File: src/rtl/gray_pkg.sv
// Shared Gray-code helpers and tracker state type.
// Used by the tracker RTL and by any bench that needs Gray vectors.
package gray_pkg;

  typedef enum logic [0:0] {
    StInit,
    StTrack
  } track_state_e;

  localparam logic [7:0] ERR_CNT_MAX = 8'd255;

  // Zero-extended operands decode correctly for any word width up to 32.
  function automatic logic [31:0] gray2bin(input logic [31:0] g);
    logic [31:0] b;
    logic        acc;
    acc = 1'b0;
    b   = '0;
    for (int i = 31; i >= 0; i--) begin
      acc  = acc ^ g[i];
      b[i] = acc;
    end
    return b;
  endfunction

  function automatic logic [31:0] bin2gray(input logic [31:0] b);
    return b ^ (b >> 1);
  endfunction

endpackage

File: src/rtl/gray_2_bin.sv
// Combinational Gray-to-binary decoder of parameterizable width.
module gray_2_bin #(
  parameter int unsigned WIDTH = 4
) (
  input  logic [WIDTH-1:0] g_i,
  output logic [WIDTH-1:0] b_o
);

  logic acc;

  // Each binary bit is the XOR of all Gray bits at or above it.
  always_comb begin
    acc = 1'b0;
    b_o = '0;
    for (int i = WIDTH - 1; i >= 0; i--) begin
      acc    = acc ^ g_i[i];
      b_o[i] = acc;
    end
  end

endmodule

File: src/rtl/gray_2_bin_tracker.sv
// Two-stage Gray decoder that classifies each sample as hold, step up/down or
// illegal jump, and tracks a signed position and a saturating error count.
module gray_2_bin_tracker
  import gray_pkg::*;
#(
  parameter int unsigned WIDTH = 4,
  parameter int unsigned POS_W = 16
) (
  input  logic             clk_i,
  input  logic             rst_i,
  input  logic             g_valid_i,
  input  logic [WIDTH-1:0] g_i,
  input  logic             clr_err_i,
  output logic [WIDTH-1:0] b_o,
  output logic             b_valid_o,
  output logic             step_o,
  output logic             dir_o,
  output logic             err_o,
  output logic [POS_W-1:0] pos_o,
  output logic [7:0]       err_cnt_o
);

  localparam logic [WIDTH-1:0] DeltaUp   = WIDTH'(1);
  localparam logic [WIDTH-1:0] DeltaDown = '1;

  logic [WIDTH-1:0] dec_bin;
  logic [WIDTH-1:0] s1_bin_q;
  logic             s1_valid_q;
  logic [WIDTH-1:0] delta;
  track_state_e     state_q;

  gray_2_bin #(
    .WIDTH(WIDTH)
  ) u_dec (
    .g_i(g_i),
    .b_o(dec_bin)
  );

  always_ff @(posedge clk_i) begin
    if (rst_i) begin
      s1_valid_q <= 1'b0;
      s1_bin_q   <= '0;
    end else begin
      s1_valid_q <= g_valid_i;
      if (g_valid_i) begin
        s1_bin_q <= dec_bin;
      end
    end
  end

  // Modular difference makes max->0 and 0->max legal single steps.
  assign delta = s1_bin_q - b_o;

  always_ff @(posedge clk_i) begin
    if (rst_i) begin
      state_q   <= StInit;
      b_o       <= '0;
      b_valid_o <= 1'b0;
      step_o    <= 1'b0;
      dir_o     <= 1'b0;
      err_o     <= 1'b0;
      pos_o     <= '0;
      err_cnt_o <= '0;
    end else begin
      b_valid_o <= s1_valid_q;
      step_o    <= 1'b0;
      err_o     <= 1'b0;
      if (s1_valid_q) begin
        // Every accepted sample becomes the new reference, including resyncs.
        b_o <= s1_bin_q;
        if (state_q == StInit) begin
          state_q <= StTrack;
        end else if (delta == DeltaUp) begin
          step_o <= 1'b1;
          dir_o  <= 1'b1;
          pos_o  <= pos_o + POS_W'(1);
        end else if (delta == DeltaDown) begin
          step_o <= 1'b1;
          dir_o  <= 1'b0;
          pos_o  <= pos_o - POS_W'(1);
        end else if (delta != '0) begin
          err_o <= 1'b1;
          if (err_cnt_o != ERR_CNT_MAX) begin
            err_cnt_o <= err_cnt_o + 8'd1;
          end
        end
      end
      if (clr_err_i) begin
        err_cnt_o <= '0;
      end
    end
  end

endmodule

File: config.mk
export PLATFORM = sky130hd
export DESIGN_NAME = gray_2_bin_tracker
export DESIGN_NICKNAME = d
export VERILOG_FILES = /design/src/rtl/gray_pkg.sv /design/src/rtl/gray_2_bin.sv /design/src/rtl/gray_2_bin_tracker.sv
export SDC_FILE = /design/constraint.sdc
export NUM_CORES = 1
export LEC_CHECK = 0
export BUFFER_PORTS_ARGS = -buffer_cell sky130_fd_sc_hd__buf_4
export CAP_MARGIN = 20
export CORE_MARGIN = 3
export CORE_UTILIZATION = 40
export DETAILED_ROUTE_END_ITERATION = 10
export PLACE_DENSITY_LB_ADDON = 0.05
export RECOVER_POWER = 50
export SETUP_SLACK_MARGIN = 0.05
export SYNTH_ARGS = -nofsm -noshare
export SYNTH_HDL_FRONTEND = slang
export SYNTH_SLANG_ARGS = --single-unit
File: constraint.sdc
create_clock -name clk_i -period 6 [get_ports clk_i]
set_clock_uncertainty 0.2 [all_clocks]
set_input_delay 0.3 -clock clk_i [delete_from_list [all_inputs] [get_ports clk_i]]
set_output_delay 0.3 -clock clk_i [all_outputs]
set_load 0.03 [all_outputs]
==> run summary, run 1 <==
cell taking the most area after synthesis - dfxtp_1
standard-cell row count - 27
required time of the worst setup path - 5.99 ns
number of flops mapped to enable cells by yosys - 0
clock buffers created by TritonCTS - 5
number of nets in the final layout - 321
final antenna-violating net count - 0
cell with the biggest individual delay on the critical path - or2_2
via count normalized by instance count - 5.18
largest net degree at the start of global routing - 36
setup total negative slack - 0 ns
Relative slew margins - -0.0579
clock transition at the registers of the reported paths - 0.08 ns
chip width - 82.4 um
top cells by area in the synthesized netlist - dfxtp_1 33%, ha_1 9.7%, mux2i_1 8.2%
run status - finished with violations
Layout area overhead - 14.0%
CTS tree - yes
worst min path class - input pin to register
io pins - 40
quantity of gates resized following cts - 0
number of global-route vias before repair - 1827
clock tree buffer depth - 2
detailed-route wire length per cell - 13.0 um
post-detailed-placement half-perimeter wirelength - 3490 um
final routed wirelength across all metal layers - 4770 um
maximum capacitance violations - 1
Post-synth top flop - dfxtp_1
gp weighted congestion - 0.870
Mapped Nets - 284
final number of setup-violating endpoints - 0
largest stage delay on the critical path - 0.44 ns
critical path type - register to register
total gr overflow - 0
Top cell by count, worst path - ha_1
remaining design rule violation count - 0
static leakage - 1.07 nW
Netlist cell types - 51
top-area cell type share of the netlist area - 0.326
final max-slew violation count - 36
arrival time at the worst endpoint - 4.64 ns
ratio of cells with drive above 1 in the final layout - 0.119
unrepaired setup endpoints after global routing - false
vias - 1897
shortest period the worst path allows - 4.65 ns
netlist area before placement - 2330 um^2
per-instance average area after synthesis - 9.12 um^2
proportion of synthesized chip area in sequential cells - 0.326
capturing element type of the critical path - register
share of flip-flops with an asynchronous set or reset after synthesis - 0
buffer type at the clock tree root - clkbuf_8
post-CTS repair timing setup buffer count - 0
warning count from the yosys run - 0
clock latency on the worst-skew pair - 0.29 ns
area of the core - 5570 um^2
TritonCTS Sinks - 38
IO buf count - 39
crit share post-route - 0.775
All-Layer GR Usage - 0.160
number of antenna violations at the first check in global routing - 0
synthesized instance count - 256
Initial Utilization - 0.419
die footprint - 6790 um^2
endpoints failing hold - 0
critical path, cell by cell - inv_1 > ha_1 > nor2b_1 > o21a_1 > or3_4 > a211o_4 > or2_2 > ha_1 > and2_1 > a221o_1 > a21o_1 > a31o_2 > o221ai_1 > mux2i_1 > mux2_2
Critical Path Start Type - register
DR pass1 iterations - 4
Power per Cell Area - 214 nW/um^2
DP Area - 2660 um^2
total inserted antenna cells - 0
Hold-fix buffers, CTS - 0
worst supply voltage drop on vdd - 0.111 mV
critical path peak fanout - 15
instance count along the most critical hold path - 2
first-pass GRT wire length - 8420 um
vertical die dimension - 82.4 um
Worst R2R Path Depth - 15
number of levels in the clock H-tree - 2
DRC marker count from the first detailed-route iteration - 68
top achievable clock speed - 215 MHz
post-synthesis register bit count - 38
post-route cell area - 2660 um^2
failing checks - max-capacitance violations, max-slew violations
actual transition at the worst max-transition pin - 1.59 ns
==> power breakdown <==
part	internal (W)	switching, W	leakage [nW]
clock	0.0000925	0.0000963	0.0472
combinational	0.0000521	0.0000664	0.710
sequential	0.000258	0.00000515	0.308
==> metal layers <==
| metal | vias to the layer above | GRT usage | wire (um) |
|---|---|---|---|
| met5 | - | 0 | 0 |
| met4 | 0 | 0.0449 | 59 |
| met3 | 4 | 0.0380 | 179 |
| met2 | 27 | 0.276 | 2310 |
| met1 | 869 | 0.196 | 2220 |
| li1 | 997 | - | - |
==> Yosys cell counts (all sizes together) (3+ instances only) <==
| cell | instances |
|---|---|
| nand2 | 9 |
| clkbuf | 7 |
| inv | 11 |
| or3 | 3 |
| mux2i | 19 |
| a211o | 3 |
| o21a | 3 |
| nand4 | 6 |
| dfxtp | 38 |
| a21o | 10 |
| a21oi | 12 |
| ha | 18 |
| nor2 | 35 |
| xor2 | 4 |
| nor2b | 7 |
| xnor2 | 14 |
| a211oi | 5 |
| nand3 | 4 |
| o21ai | 10 |
| or2 | 3 |
| and2 | 3 |
==> area by class of cell <==
cell class | instances | area, um^2
Clock inverter | 2 | 12.5
Sequential cell | 38 | 761
Tap cell | 72 | 90.1
Multi-Input combinational cell | 198 | 1470
Fill cell | 572 | 2910
Inverter | 11 | 41.3
Timing Repair Buffer | 39 | 199
Clock buffer | 6 | 82.6
==> layout by cell type (no fill, tap or decap), types with 10 or more instances in the layout <==
cell	instances
ha_1	18
inv_1	11
mux2i_1	19
clkbuf_1	25
dfxtp_1	38
o21ai_0	10
a21oi_1	11
xnor2_1	14
nor2_1	34
a21o_1	10
buf_4	14
==> sequential cells by signal, summed over array words and instances (netlist names) <==
name,cells
dir_o,1
s1_valid_q,1
err_cnt_o,8
state_q,1
step_o,1
b_valid_o,1
s1_bin_q,4
b_o,4
pos_o,16
err_o,1
==> worst max-delay path, delay by kind of cell (launching register included) <==
family / cells / cell delay, ns
AOI/OAI and AO/OA: 6 / 1.52
adders and majority gates: 2 / 0.66
buffers and inverters: 1 / 0.08
DFF: 1 / 0.35
muxes: 2 / 0.60
and+or+nand+nor: 4 / 1.14
==> kinds of logic after synthesis <==
group | Yosys count | synth area share
simple gates | 83 | 0.186
compound gates | 57 | 0.179
flops | 38 | 0.326
buf+inv | 20 | 0.0424
mux | 20 | 0.0863
fa+ha+maj | 20 | 0.114
xor+xnor | 18 | 0.0676
==> through the flow <==
step           utilization  total power, W  instances  hold slack, ns  setup slack [ns]
4_1_cts              0.494        0.000582        366          0.0462              1.31
5_1_grt              0.477        0.000606        366          0.0422              1.08
3_3_place_gp         0.477        0.000390        358           0.248              1.46
2_1_floorplan            -        0.000365        256           0.227              1.36
3_5_place_dp         0.477        0.000390        358           0.258              1.32
6_report             0.477        0.000570        366          0.0516              1.35
==> path summary, 6_finish.rpt <==
path,from,endpoint,slack [ns]
max,b_o[1]$_SDFFE_PP0P_,pos_o[15]$_SDFFE_PP0P_,1.35
min,g_valid_i,s1_bin_q[2]$_SDFFE_PP0P_,0.05
max reg2reg,b_o[1]$_SDFFE_PP0P_,pos_o[15]$_SDFFE_PP0P_,1.35
min reg2reg,state_q$_SDFFE_PP0P_,state_q$_SDFFE_PP0P_,0.27
(Power assumes the default switching activity.)
==> run 2: changes to the inputs <==
clock period = 4.8 ns   (was 6 ns; I/O delays follow)
==> run 2 against run 1 <==
Effect of this change:
- the run now ends clean
- maximum frequency increased by 4.2%
- sequential cell count unchanged
- combinational power increased by 31%
- cell count increased by 1.1%
- sequential share of layout area decreased by 0.46 points
- first-iteration DRC count decreased by 34%
- worst setup slack got worse by 1.0 ns
- core utilization increased by 0.79 points
- register-to-register slack got worse by 1.0 ns
- via count increased by 2.2%
- critical path depth unchanged
==> run summary, run 2 (synthesis results as in run 1) <==
cell with the biggest individual delay on the critical path - or3_4
required time of the worst setup path - 4.79 ns (-1.20 ns)
register area - 761 um^2 (unchanged)
wire length the detailed router placed on met1 - 2230 um (+0.36%)
standard-cell row count - 27 (unchanged)
area of the core - 5570 um^2 (unchanged)
detailed-route wire length per cell - 12.7 um (-2.8%)
IO buf count - 39 (unchanged)
actual transition at the worst max-transition pin - 0.733 ns (-0.854 ns)
Buf/Inv on CP - 1 (unchanged)
critical path peak fanout - 11 (-4)
DP Area - 2670 um^2 (+0.56%)
worst supply voltage drop on vdd - 0.156 mV (+41%)
buffer type at the clock tree root - clkbuf_8
final routed wirelength across all metal layers - 4680 um (-1.8%)
source of the worst register-to-register timing path - b_o[1]$_SDFFE_PP0P_
post-CTS repair timing setup buffer count - 0 (unchanged)
io pins - 40 (unchanged)
Worst R2R Path Depth - 15 (unchanged)
setup total negative slack - 0 ns (unchanged)
vias - 1938 (+2.2%)
All-Layer GR Usage - 0.154 (-0.00556)
via count normalized by instance count - 5.24 (+1.1%)
chip width - 82.4 um (unchanged)
top sig layer - met4
internal power - 0.000544 W (+35%)
clock transition at the registers of the reported paths - 0.08 ns (about the same)
metal2 WL - 2250 um (-2.6%)
largest net degree at the start of global routing - 36 (unchanged)
gp weighted congestion - 0.879 (+1.1%)
final antenna-violating net count - 0 (unchanged)
total inserted antenna cells - 0 (unchanged)
register bank with the most flops - pos_o
critical path, cell by cell - inv_1 > ha_1 > nor2b_1 > o21a_1 > or3_4 > a211o_4 > or2_4 > ha_1 > and2_1 > a221o_1 > a21o_1 > a31o_2 > o221ai_1 > mux2i_1 > mux2_2
post-route cell area - 2700 um^2 (+1.6%)
final max-slew violation count - 0 (-100%)
switching share of power - 0.277 (-0.0172)
WHS Endpoint - s1_bin_q[0]$_SDFFE_PP0P_
number of antenna violations at the first check in global routing - 0 (unchanged)
flip-flop count of the largest register, all copies and words added - 16 (unchanged)
crit share post-route - 0.930 (+0.155)
maximum capacitance violations - 0 (-1)
combinational cell fraction of total power - 0.205 (-0.003)
instance count along the most critical hold path - 3 (+1)
Power per Cell Area - 278 nW/um^2 (+30%)
worst min path class - input pin to register
unrepaired setup endpoints after global routing - false
Initial Utilization - 0.419 (unchanged)
clock power share - 0.359 (+0.028)
endpoint of the most critical register-to-register path - pos_o[15]$_SDFFE_PP0P_
total gr overflow - 0 (unchanged)
shortest period the worst path allows - 4.46 ns (-0.188 ns)
critical path type - register to register
area taken by multi-input logic gates - 1480 um^2 (+0.17%)
vertical die dimension - 82.4 um (unchanged)
Regs by FF count - pos_o: 16 flops, err_cnt_o: 8 flops
Top cell by count, worst path - ha_1
CTS tree - yes
endpoints failing hold - 0 (unchanged)
Relative slew margins - 0.510 (+0.568)
fin util - 0.485 (+0.00786)
number of nets in the final layout - 325 (+1.2%)
clock tree buffer depth - 2 (unchanged)
setup slack on the worst flop-to-flop path - 0.34 ns (-1.01 ns)
clock latency on the worst-skew pair - 0.29 ns (about the same)
TritonCTS Sinks - 38 (unchanged)
first-pass GRT wire length - 8210 um (-2.5%)
capturing element type of the critical path - register
die footprint - 6790 um^2 (unchanged)
Psw - 0.000209 W (+24%)
top achievable clock speed - 224 MHz (+4.2%)
remaining design rule violation count - 0 (unchanged)
total length of routed met3 wires - 164 um (-8.4%)
static leakage - 1.09 nW (+1.9%)
critical hold path startpoint - g_i[0]
DR pass1 iterations - 4 (unchanged)
final number of setup-violating endpoints - 0 (unchanged)
crit-path leading delay family - compound AO/OA/AOI/OAI gates
clock buffers created by TritonCTS - 5 (unchanged)
Layout area overhead - 15.9%
commonest non-fill, non-tap cell in the layout - dfxtp_1
total power - 0.000753 W (+32%)
largest stage delay on the critical path - 0.38 ns (-0.06 ns)
part of the total power dissipated in sequential elements - 0.436 (-0.025)
DRC marker count from the first detailed-route iteration - 45 (-34%)
post-detailed-placement half-perimeter wirelength - 3450 um (-1.2%)
run status - completed
number of global-route vias before repair - 1849 (+1.2%)
most frequent cells in the layout - 38 x dfxtp_1, 34 x nor2_1, 27 x clkbuf_1
Critical Path Start Type - register
ratio of cells with drive above 1 in the final layout - 0.117 (-0.00160)
arrival time at the worst endpoint - 4.45 ns (-0.19 ns)
number of levels in the clock H-tree - 2 (unchanged)
Layout fillers - 581 (+1.6%)
-- run 2: cell types whose count changed in the layout (fill, tap and decap cells not counted), sizes merged --
cell and change:
clkinv +1, bufinv +1, dlygate4sd3 +2, clkbuf +1, clkinvlp -1
-- run 2: how the worst max path moves through the flow --
stage / startpoint / end / slack [ns] / cells past startpoint
floorplan: b_o[1]$_SDFFE_PP0P_ / pos_o[15]$_SDFFE_PP0P_ / 0.16 / 15
global placement: b_o[1]$_SDFFE_PP0P_ / pos_o[15]$_SDFFE_PP0P_ / 0.31 / 15
detailed placement: b_o[1]$_SDFFE_PP0P_ / pos_o[15]$_SDFFE_PP0P_ / 0.22 / 15
CTS: b_o[1]$_SDFFE_PP0P_ / pos_o[15]$_SDFFE_PP0P_ / 0.20 / 15
global route: b_o[1]$_SDFFE_PP0P_ / pos_o[15]$_SDFFE_PP0P_ / 0.13 / 15
finish: b_o[1]$_SDFFE_PP0P_ / pos_o[15]$_SDFFE_PP0P_ / 0.34 / 15
-- run 2: power by group through the flow --
stage / clock, W / combinational, W / sequential [W]
3_5_place_dp: 0 / 0.000155 / 0.000336
3_3_place_gp: 0 / 0.000154 / 0.000336
5_1_grt: 0.000293 / 0.000174 / 0.000330
4_1_cts: 0.000280 / 0.000157 / 0.000329
6_report: 0.000270 / 0.000154 / 0.000328
2_1_floorplan: 0 / 0.000116 / 0.000340
-- run 2: final cells by class --
class                           instances  share of cell area
Multi-Input combinational cell        198               0.546
Sequential cell                        38               0.281
Timing Repair Buffer                   43              0.0838
Tap cell                               72              0.0333
Clock buffer                            5              0.0255
Inverter                               11              0.0153
Clock inverter                          3              0.0148
-- run 2: stage by stage --
step / std cells / hold slack [ns] / setup WS, ns
after CTS: 370 / 0.0359 / 0.199
after detailed placement: 360 / 0.254 / 0.218
after global routing: 370 / 0.0504 / 0.131
after global placement: 360 / 0.251 / 0.311
final: 370 / 0.0449 / 0.335
after floorplan: 256 / 0.173 / 0.156
-- run 2: worst register-to-register path, stage by stage, from the launching register on --
cell and delay [ns]:
dfxtp_1 0.35, inv_1 0.08, ha_1 0.29, nor2b_1 0.13, o21a_1 0.17, or3_4 0.38
a211o_4 0.38, or2_4 0.31, ha_1 0.35, and2_1 0.19, a221o_1 0.30, a21o_1 0.19
a31o_2 0.28, o221ai_1 0.19, mux2i_1 0.22, mux2_2 0.34
-- run 2: metal layers --
metal	vias up	global-route usage
li1	1010	-
met1	901	0.191
met3	4	0.0434
met5	-	0
met2	23	0.263
met4	0	0.0349
-- run 2: what timing repair did --
action	CTS	global route
hold endpoints to repair	3	0
resized for setup	0	1
hold buffers	2	0
setup endpoints to repair	0	1
==> run 3: changes to the inputs <==
TNS_END_PERCENT = 1   (was unset)
clock period = 5.4 ns   (was 4.8 ns; I/O delays follow)
==> run 3 against run 2 <==
Effect of this change:
- count of clock-buffer cells in the layout rose by 1
- die area did not move
- worst setup slack improved by 0.43 ns
- power fell by 3.8%
- the run now ends with max-capacitance violations, max-slew violations left
==> run summary, run 3 (synthesis results as in run 1) <==
combinational cell fraction of total power - 0.181 (-0.024)
worst supply voltage drop on vdd - 0.124 mV (-21%)
Worst R2R Path Depth - 15 (unchanged)
post-detailed-placement half-perimeter wirelength - 3500 um (+1.5%)
Critical Path Start Type - register
number of antenna violations at the first check in global routing - 0 (unchanged)
number of levels in the clock H-tree - 2 (unchanged)
TritonCTS Sinks - 38 (unchanged)
DP Area - 2660 um^2 (-0.56%)
maximum capacitance violations - 1 (+1)
Initial Utilization - 0.419 (unchanged)
clock tree buffer depth - 2 (unchanged)
GRT busiest layer - met2
vertical die dimension - 82.4 um (unchanged)
required time of the worst setup path - 5.39 ns (+0.60 ns)
register bank with the most flops - pos_o
detailed-route wire length per cell - 13.1 um (+3.3%)
arrival time at the worst endpoint - 4.62 ns (+0.17 ns)
number of nets in the final layout - 321 (-1.2%)
part of the total power dissipated in sequential elements - 0.403 (-0.033)
clock power share - 0.416 (+0.057)
clock transition at the registers of the reported paths - 0.08 ns (about the same)
IO buf count - 39 (unchanged)
met2 Usage GRT - 0.277 (+0.0144)
commonest non-fill, non-tap cell in the layout - dfxtp_1
top achievable clock speed - 216 MHz (-3.7%)
most frequent cells in the layout - 38 x dfxtp_1, 34 x nor2_1, 25 x clkbuf_1
io pins - 40 (unchanged)
setup slack on the worst flop-to-flop path - 0.76 ns (+0.43 ns)
CTS tree - yes
number of global-route vias before repair - 1818 (-1.7%)
total power - 0.000724 W (-3.8%)
static leakage - 1.09 nW (+0.36%)
DRC marker count from the first detailed-route iteration - 32 (-29%)
flip-flop count of the largest register, all copies and words added - 16 (unchanged)
internal power - 0.000541 W (-0.55%)
remaining design rule violation count - 0 (unchanged)
clock buffers created by TritonCTS - 5 (unchanged)
Layout fillers - 551 (-5.2%)
capturing element type of the critical path - register
chip width - 82.4 um (unchanged)
crit share post-route - 0.858 (-0.0718)
vias - 1880 (-3.0%)
buffer type at the clock tree root - clkbuf_8
quantity of gates resized following cts - 0 (unchanged)
critical path type - register to register
Regs by FF count - pos_o: 16 flops, err_cnt_o: 8 flops
met3 Resource Use GR - 0.0369 (-0.00651)
area of the core - 5570 um^2 (unchanged)
setup total negative slack - 0 ns (unchanged)
final antenna-violating net count - 0 (unchanged)
Relative slew margins - -0.0414 (-0.552)
ratio of cells with drive above 1 in the final layout - 0.119 (+0.00160)
instance count along the most critical hold path - 2 (-1)
post-CTS repair timing setup buffer count - 0 (unchanged)
DR pass1 iterations - 4 (unchanged)
total gr overflow - 0 (unchanged)
critical path peak fanout - 15 (+4)
largest net degree at the start of global routing - 36 (unchanged)
Hold-fix buffers, CTS - 0 (-2)
switching share of power - 0.253 (-0.0244)
Psw - 0.000183 W (-12%)
actual transition at the worst max-transition pin - 1.56 ns (+0.829 ns)
unrepaired setup endpoints after global routing - false
GR Util met1 - 0.191 (-0.000662)
final number of setup-violating endpoints - 0 (unchanged)
worst-case hold slack - 0.0220 ns (-0.0230 ns)
critical hold path startpoint - g_valid_i
endpoints failing hold - 0 (unchanged)
standard-cell row count - 27 (unchanged)
total inserted antenna cells - 0 (unchanged)
run status - finished with violations
shortest period the worst path allows - 4.64 ns (+0.171 ns)
final routed wirelength across all metal layers - 4790 um (+2.2%)
All-Layer GR Usage - 0.159 (+0.00454)
WHS Endpoint - s1_bin_q[2]$_SDFFE_PP0P_
Layout area overhead - 16.0%
endpoint of the most critical register-to-register path - pos_o[15]$_SDFFE_PP0P_
first-pass GRT wire length - 8330 um (+1.4%)
failing checks - max-capacitance violations, max-slew violations
die footprint - 6790 um^2 (unchanged)
final max-slew violation count - 36 (+36)
post-route cell area - 2710 um^2 (+0.14%)
clock latency on the worst-skew pair - 0.29 ns (about the same)
Power per Cell Area - 267 nW/um^2 (-3.9%)
via count normalized by instance count - 5.14 (-1.9%)
worst min path class - input pin to register
gp weighted congestion - 0.871 (-0.94%)
source of the worst register-to-register timing path - b_o[1]$_SDFFE_PP0P_
run 3: how the worst max path moves through the flow:
stage	endpoint	from	slack, ns	depth (start not counted)
finish	pos_o[15]$_SDFFE_PP0P_	b_o[1]$_SDFFE_PP0P_	0.76	15
global route	pos_o[15]$_SDFFE_PP0P_	b_o[1]$_SDFFE_PP0P_	0.52	15
CTS	pos_o[15]$_SDFFE_PP0P_	b_o[1]$_SDFFE_PP0P_	0.72	15
detailed placement	pos_o[15]$_SDFFE_PP0P_	b_o[1]$_SDFFE_PP0P_	0.73	15
global placement	pos_o[15]$_SDFFE_PP0P_	b_o[1]$_SDFFE_PP0P_	0.86	15
floorplan	pos_o[15]$_SDFFE_PP0P_	b_o[1]$_SDFFE_PP0P_	0.76	15
run 3: critical path, stage by stage, from the launching register on:
cell and delay, ns:
dfxtp_1 0.35, inv_1 0.08, ha_1 0.28, nor2b_1 0.13
o21a_1 0.17, or3_4 0.38, a211o_4 0.38, or2_2 0.44
ha_1 0.38, and2_1 0.18, a221o_1 0.30, a21o_1 0.19
a31o_2 0.28, o221ai_1 0.19, mux2i_1 0.25, mux2_2 0.34
run 3: layer usage:
layer	up-vias	routed length, um
li1	998	-
met1	854	2230
met2	26	2340
met3	2	174
met4	0	34
met5	-	0
run 3: power by group through the flow:
stage	logic [W]	registers, W	clock network [W]
2_1_floorplan	0.000103	0.000302	0
3_3_place_gp	0.000134	0.000299	0
3_5_place_dp	0.000134	0.000299	0
4_1_cts	0.000134	0.000292	0.000313
5_1_grt	0.000149	0.000293	0.000325
6_report	0.000131	0.000292	0.000302
run 3: stage by stage:
step	instances	util	setup slack, ns
floorplan	256	-	0.756
global placement	358	0.477	0.863
detailed placement	358	0.477	0.732
CTS	366	0.503	0.715
global route	366	0.486	0.520
finish	366	0.486	0.765
run 3: layout make-up:
class | count | area (um^2) | share of cell area
well taps | 72 | 90.1 | 0.0333
inverters | 11 | 41.3 | 0.0152
flip-flops and latches | 38 | 761 | 0.281
multi-input cells | 198 | 1470 | 0.544
repair buffers | 39 | 199 | 0.0735
clock inverters | 2 | 60.1 | 0.0222
clock buffers | 6 | 82.6 | 0.0305
